===== src/rtl/core_pkg.sv =====
// rtl/core_pkg.sv - shared core widths, control-bit layout and bubble constant
package core_pkg;

  localparam int DATA_W = 32;
  localparam int REG_AW = 5;
  localparam int CTRL_W = 8;

  // Control vector layout: {reg_write, mem_read, mem_write, mem_to_reg, alu_src, branch, alu_op[1:0]}
  localparam int CTRL_REG_WRITE  = 7;
  localparam int CTRL_MEM_READ   = 6;
  localparam int CTRL_MEM_WRITE  = 5;
  localparam int CTRL_MEM_TO_REG = 4;
  localparam int CTRL_ALU_SRC    = 3;
  localparam int CTRL_BRANCH     = 2;
  localparam int CTRL_ALU_OP     = 0;  // lsb of the 2-bit alu_op field

  // A bubble carries no side effects: no write, no memory access, no branch.
  localparam logic [CTRL_W-1:0] CTRL_NOP = 8'h00;

endpackage


===== src/rtl/load_use_detect.sv =====
// rtl/load_use_detect.sv - combinational load-use hazard detector (EX load vs ID sources)
module load_use_detect #(
  parameter int REG_AW = 5
) (
  input  logic              valid_ex,
  input  logic              mem_read_ex,
  input  logic [REG_AW-1:0] rd_ex,
  input  logic              valid_id,
  input  logic [REG_AW-1:0] rs1_id,
  input  logic [REG_AW-1:0] rs2_id,
  output logic              hz
);

  // A load writing x0 produces nothing to wait for, so rd_ex == 0 never stalls.
  always_comb begin
    hz = valid_ex & mem_read_ex & (rd_ex != '0) & valid_id &
         ((rd_ex == rs1_id) | (rd_ex == rs2_id));
  end

endmodule


===== src/rtl/id_ex_stage_reg.sv =====
// rtl/id_ex_stage_reg.sv - ID->EX pipeline register with load-use bubble insertion (optional ID_EX_PERF_CNT_EN counters)
module id_ex_stage_reg
  import core_pkg::*;
#(
  parameter int DATA_W = core_pkg::DATA_W,
  parameter int REG_AW = core_pkg::REG_AW
) (
  input  logic              clk,
  input  logic              arst_n,
  input  logic              valid_id,
  input  logic [REG_AW-1:0] rs1_id,
  input  logic [REG_AW-1:0] rs2_id,
  input  logic [REG_AW-1:0] rd_id,
  input  logic [DATA_W-1:0] rs1_data_id,
  input  logic [DATA_W-1:0] rs2_data_id,
  input  logic [DATA_W-1:0] imm_id,
  input  logic [DATA_W-1:0] pc_id,
  input  logic [7:0]        ctrl_id,
  input  logic              stall,
  input  logic              flush,
  output logic              valid_ex,
  output logic [REG_AW-1:0] rs1_ex,
  output logic [REG_AW-1:0] rs2_ex,
  output logic [REG_AW-1:0] rd_ex,
  output logic [DATA_W-1:0] rs1_data_ex,
  output logic [DATA_W-1:0] rs2_data_ex,
  output logic [DATA_W-1:0] imm_ex,
  output logic [DATA_W-1:0] pc_ex,
  output logic [7:0]        ctrl_ex,
  output logic              load_use_hold
`ifdef ID_EX_PERF_CNT_EN
  ,
  output logic [31:0]       bubble_cnt,
  output logic [31:0]       hold_cnt
`endif
);

  logic hz;

  load_use_detect #(
    .REG_AW(REG_AW)
  ) u_load_use_detect (
    .valid_ex    (valid_ex),
    .mem_read_ex (ctrl_ex[CTRL_MEM_READ]),
    .rd_ex       (rd_ex),
    .valid_id    (valid_id),
    .rs1_id      (rs1_id),
    .rs2_id      (rs2_id),
    .hz          (hz)
  );

  // A flush discards the ID instruction anyway, so upstream need not hold it.
  always_comb begin
    load_use_hold = hz & ~flush;
  end

  // Stage register: flush beats stall beats hazard; invalid ID words become bubbles
  // so indices of a dead slot can never match in the forwarding logic.
  always_ff @(posedge clk or negedge arst_n) begin
    if (!arst_n) begin
      valid_ex    <= 1'b0;
      rs1_ex      <= '0;
      rs2_ex      <= '0;
      rd_ex       <= '0;
      rs1_data_ex <= '0;
      rs2_data_ex <= '0;
      imm_ex      <= '0;
      pc_ex       <= '0;
      ctrl_ex     <= CTRL_NOP;
    end else if (flush || (!stall && (hz || !valid_id))) begin
      valid_ex    <= 1'b0;
      rs1_ex      <= '0;
      rs2_ex      <= '0;
      rd_ex       <= '0;
      rs1_data_ex <= '0;
      rs2_data_ex <= '0;
      imm_ex      <= '0;
      pc_ex       <= '0;
      ctrl_ex     <= CTRL_NOP;
    end else if (!stall) begin
      valid_ex    <= 1'b1;
      rs1_ex      <= rs1_id;
      rs2_ex      <= rs2_id;
      rd_ex       <= rd_id;
      rs1_data_ex <= rs1_data_id;
      rs2_data_ex <= rs2_data_id;
      imm_ex      <= imm_id;
      pc_ex       <= pc_id;
      ctrl_ex     <= ctrl_id;
    end
  end

`ifdef ID_EX_PERF_CNT_EN
  // Counts only hazard bubbles that actually enter EX (not flush bubbles) and every stalled cycle.
  always_ff @(posedge clk or negedge arst_n) begin
    if (!arst_n) begin
      bubble_cnt <= '0;
      hold_cnt   <= '0;
    end else begin
      if (!flush && !stall && hz) begin
        bubble_cnt <= bubble_cnt + 32'd1;
      end
      if (stall) begin
        hold_cnt <= hold_cnt + 32'd1;
      end
    end
  end
`endif

endmodule


===== config.mk =====
export PLATFORM = sky130hd
export DESIGN_NAME = id_ex_stage_reg
export DESIGN_NICKNAME = d
export VERILOG_FILES = /design/src/rtl/core_pkg.sv /design/src/rtl/load_use_detect.sv /design/src/rtl/id_ex_stage_reg.sv
export SDC_FILE = /design/constraint.sdc
export NUM_CORES = 1
export LEC_CHECK = 0
export BUFFER_PORTS_ARGS = -buffer_cell sky130_fd_sc_hd__buf_2
export CORE_MARGIN = 2
export CORE_UTILIZATION = 25
export DETAILED_ROUTE_END_ITERATION = 12
export GPL_TIMING_DRIVEN = 0
export PLACE_DENSITY_LB_ADDON = 0.08
export SYNTH_ARGS = -nofsm -noshare
export SYNTH_HDL_FRONTEND = slang
export SYNTH_SLANG_ARGS = --single-unit

===== constraint.sdc =====
create_clock -name clk -period 4.4 [get_ports clk]
set_input_delay 0.44 -clock clk [delete_from_list [all_inputs] [get_ports clk]]
set_output_delay 0.44 -clock clk [all_outputs]
set_load 0.005 [all_outputs]

Yosys cells after proc, flatten, opt, wreduce, memory -nomap -nowiden
Index checks and enable logic that the tools add are counted.

storage, ports and cells
  flip-flop bits (word level) = 152
  bits in latches = 0
  RAM bits = 0
  ROM bits = 0
  input bits = 156
  output and inout port bits = 153
  memories kept = 0

operators by class
  add/subtract/negate cells = 0
  multiply operators = 0
  div/mod/pow operators = 0
  $lt $le $gt $ge = 0
  equality and inequality tests = 3
  shifts and indexed selects = 0
  multiplexer cells = 18
  bitwise logic cells = 7
  reduce and logical (&&, ||, !) cells = 6

operators with widths
  operator                                                         count
  32-bit 2-to-1 mux                                                8
  5-bit 2-to-1 mux                                                 6
  8-bit 2-to-1 mux                                                 2
  5-bit == test                                                    2
  1-bit bitwise AND                                                5
  5-bit nonzero test                                               1
  1-bit zero test                                                  2
  1-bit logical OR                                                 2
  1-bit 2-to-1 mux                                                 2
  2-bit by 1-bit != test with 1-bit output, second input constant  1
  1-bit logical AND                                                1
  1-bit NOT                                                        1
  1-bit OR                                                         1

Depth between registers and ports, before layout
  depth after elaboration = 8
  gate-level depth with buffers = 7
  depth with buffers taken out = 4

Hierarchy
From an unflattened synthesis, not the netlist that was laid out.

second synthesis, totals
  cells, all modules = 709
  area total of the unflattened synthesis = 7447.1 sq um

by module, submodules not included
  module           times used  cells each  area each (sq um)  seq. area each (sq um)
  id_ex_stage_reg  1           692         7318.3             3803.6
  load_use_detect  1           17          128.9              0.0

Worst setup path after synthesis
No wires, ideal clock.

  kind = flip-flop to output port
  start point = register rd_ex[3]
  end point = output load_use_hold
  arrival = 1582 ps
  setup slack = 2378 ps
  stages on the path, launching flop included = 6
  path buffers = 2
  cells stage by stage = dfrtp_1 or4_1 o21ai_2 buf_4 buf_4 nor3b_1

between the ends
  word-level cells in the longest chain between the ends = 5

ends and longest elaborated chain
  item                            RTL line               source
  start, declared                 id_ex_stage_reg.sv:24  output logic [REG_AW-1:0] rd_ex,
  start signal, assigned          id_ex_stage_reg.sv:84  rd_ex <= rd_id;
  5-bit nonzero test              load_use_detect.sv:16  hz = valid_ex & mem_read_ex & (rd_ex != '0) & valid_id &
  1-bit bitwise AND (2 in a row)  load_use_detect.sv:16
  1-bit bitwise AND *             load_use_detect.sv:16
  1-bit bitwise AND *             id_ex_stage_reg.sv:54  load_use_hold = hz & ~flush;
  end, declared                   id_ex_stage_reg.sv:30  output logic load_use_hold

Every way passes the cells marked *; elsewhere a longest branch is shown, timed or not.

Worst setup path in the final report
Ends and elaborated chain as after synthesis.

==> metrics.txt <==
Detail Route Antenna Nets 0; Remaining DRCs 0; dpl cells 1401; Worst-Skew Late Latency 0.42 ns; CP Data Arrival Time 2.67 ns; Max Cap Viol 0; r2r endpoint rs1_data_ex[8]; vias in the first global route 6866; final RePlAce weighted congestion 0.757; Post-Syn Nets 870; simple-gate area share of the yosys netlist 8.95%; failing checks hold timing; final worst-path cycle share 70.6%; status complete, but fails checks; DRT iter0 DRCs 594; GRT Total Usage 18.4%; PortBufs 308; Yosys cell types 20; setup TNS 0 ns; # H-tree levels 4; vias 7224; TritonCTS Sinks 152; Synth top area share 54.4%; Synth top cells by count 154 x nand2_1, 152 x dfrtp_1, 151 x a32oi_1; Num CTS Buffers 17; Primary FF master, synth dfrtp_1; final wirelength 27800 um; Rows 61; Pleak 4.39 nW; GRT overflow 0; clk slew on worst S/H paths 0.07 ns; number of synthesized flops with an enable pin 0; Starting Density 25.3%; Yosys reg bits 152; nets 1198; Resized Gates After CTS 0; Setup Viol. Count Final 0; Die X-Extent 171 um; FF-to-FF setup slack 2.02 ns; Final Skew 0.0107 ns; share of layout cells above drive strength 1 33.9%; Worst slew margin 42.6%; syn avg cell area 9.79 um^2; reg2reg start rd_ex[4]; sequential share of the synthesized area 54.4%; most numerous cell in the Yosys netlist nand2_1; area of the mapped netlist 6990 um^2; vias per inst 5.04; Max Freq 0.322 GHz; WP data required 3.96 ns; final hold violation count 9; Chip Height 171 um; final non-filler cell total 1434; CTS Buffer Depth 2; Post CTS Setup Buffer Count 0; mux share of post-synthesis cell area 0%; R2R depth 6; area grow syn2layout 37.7%; initial antenna violation count 3; Wirelength per Cell 19.4 um; Synth Area in XOR/XNOR 1.25%; Post-CTS Hold Fix Bufs 0; first-pass GRT wire length 41800 um; Power Dens Cells 370 nW/um^2; VDD IR max 0.152 mV; final hold slack -0.0335 ns; largest family of logic cells by synthesized area compound AO/OA/AOI/OAI gates; HPWL after detailed placement 19000 um; Synth Area in Compound Gates 30.2%; Core Area 27600 um^2; Synth Instances 714; largest net degree at the start of global routing 78; CP Launch Type flop; CP max FO 10; CTS tree done; post-synth top area cell dfrtp_1; post-synthesis adder-cell area fraction 0%; CP endpoint kind primary output; crit path kind reg -> out; HP Class in -> async; fraction of registers with async set/reset 100%; Slew Limit Fails 0; Yosys warnings 0; First-pass DRT Iterations 5; # IOs 309; Root Buffer clkbuf_16; post-layout min period 3.11 ns; synth top area cells dfrtp_1 54%, a32oi_1 19%, nand2_1 8.3%; Die ar. 29300 um^2; RSZ-0062 raised after global routing no; worst-margin pin slew 0.862 ns
-- power by group --
group          leakage, nW  switching (mW)  internal, mW
Clock                0.268           0.651         0.847
Combinational         2.10           0.297         0.206
Sequential            2.03          0.0622          1.50
Total                 4.39            1.01          2.55
-- worst max path at each step --
stage | startpoint | end | slack (ns)
global route | rd_ex[4] | load_use_hold | 1.18
global placement | arst_n | pc_ex[13] | 0.13
CTS | rd_ex[4] | load_use_hold | 1.18
floorplan | rd_ex[3] | load_use_hold | 2.38
detailed placement | rd_ex[4] | load_use_hold | 1.69
finish | rd_ex[3] | load_use_hold | 1.29
-- flip-flops by register name, summed over array words and instances (netlist names) --
signal / count
pc_ex: 32
valid_ex: 1
rs1_data_ex: 32
imm_ex: 32
rs2_ex: 5
rd_ex: 5
rs2_data_ex: 32
rs1_ex: 5
ctrl_ex: 8
-- metal layers --
layer,up-vias,track usage (%),routed length [um]
li1,3373,-,-
met3,19,3.61,1690
met5,-,0,13
met2,254,27.9,13000
met4,2,4.46,253
met1,3576,27.0,12800
-- critical path, cell delays in order (launching register included) --
cell and delay (ns):
dfrtp_1 0.45, or4_1 0.56, o21ai_2 0.50, buf_4 0.31, buf_4 0.21, nor3b_1 0.07
buf_2 0.13
-- cells in the final DEF (no fill, tap or decap), drive strengths merged, types with 2 or more instances in the layout --
master / count
a32oi: 151
buf: 331
bufinv: 2
clkbuf: 82
clkinv: 2
clkinvlp: 4
dfrtp: 152
inv: 4
nand2: 154
nand3: 2
o21ai: 153
xnor2: 10
-- cell families (layout without fill, tap and decap cells) --
family                 count (synthesis)  after routing
other                                  0              1
buffers and inverters                 84            425
XOR/XNOR                              10             10
AND/OR/NAND/NOR                      162            162
AO/OA/AOI/OAI                        306            306
flip-flops                           152            152
-- metrics by stage --
| step | cell area (um^2) | setup WS [ns] | util [%] | total power [mW] | hold WS [ns] |
|---|---|---|---|---|---|
| floorplan | 6990 | 2.38 | - | 1.77 | 0.144 |
| global route | 9620 | 1.18 | 34.8 | 3.74 | 0.00416 |
| CTS | 9620 | 1.18 | 34.8 | 3.62 | 0.00430 |
| detailed placement | 9040 | 1.69 | 32.7 | 2.10 | 0.468 |
| finish | 9620 | 1.29 | 34.8 | 3.56 | -0.0335 |
| global placement | 9000 | 0.133 | 32.6 | 2.09 | 0.477 |
-- final cells by class --
class / count / area [um^2]
Antenna cell: 1 / 2.50
Buffer: 84 / 360
Clock buffer: 20 / 437
Clock inverter: 12 / 143
Fill cell: 2949 / 18000
Multi-Input combinational cell: 478 / 2830
Sequential cell: 152 / 3800
Tap cell: 378 / 473
Timing Repair Buffer: 309 / 1580
No activity file was read; power rests on OpenSTA's default activity.
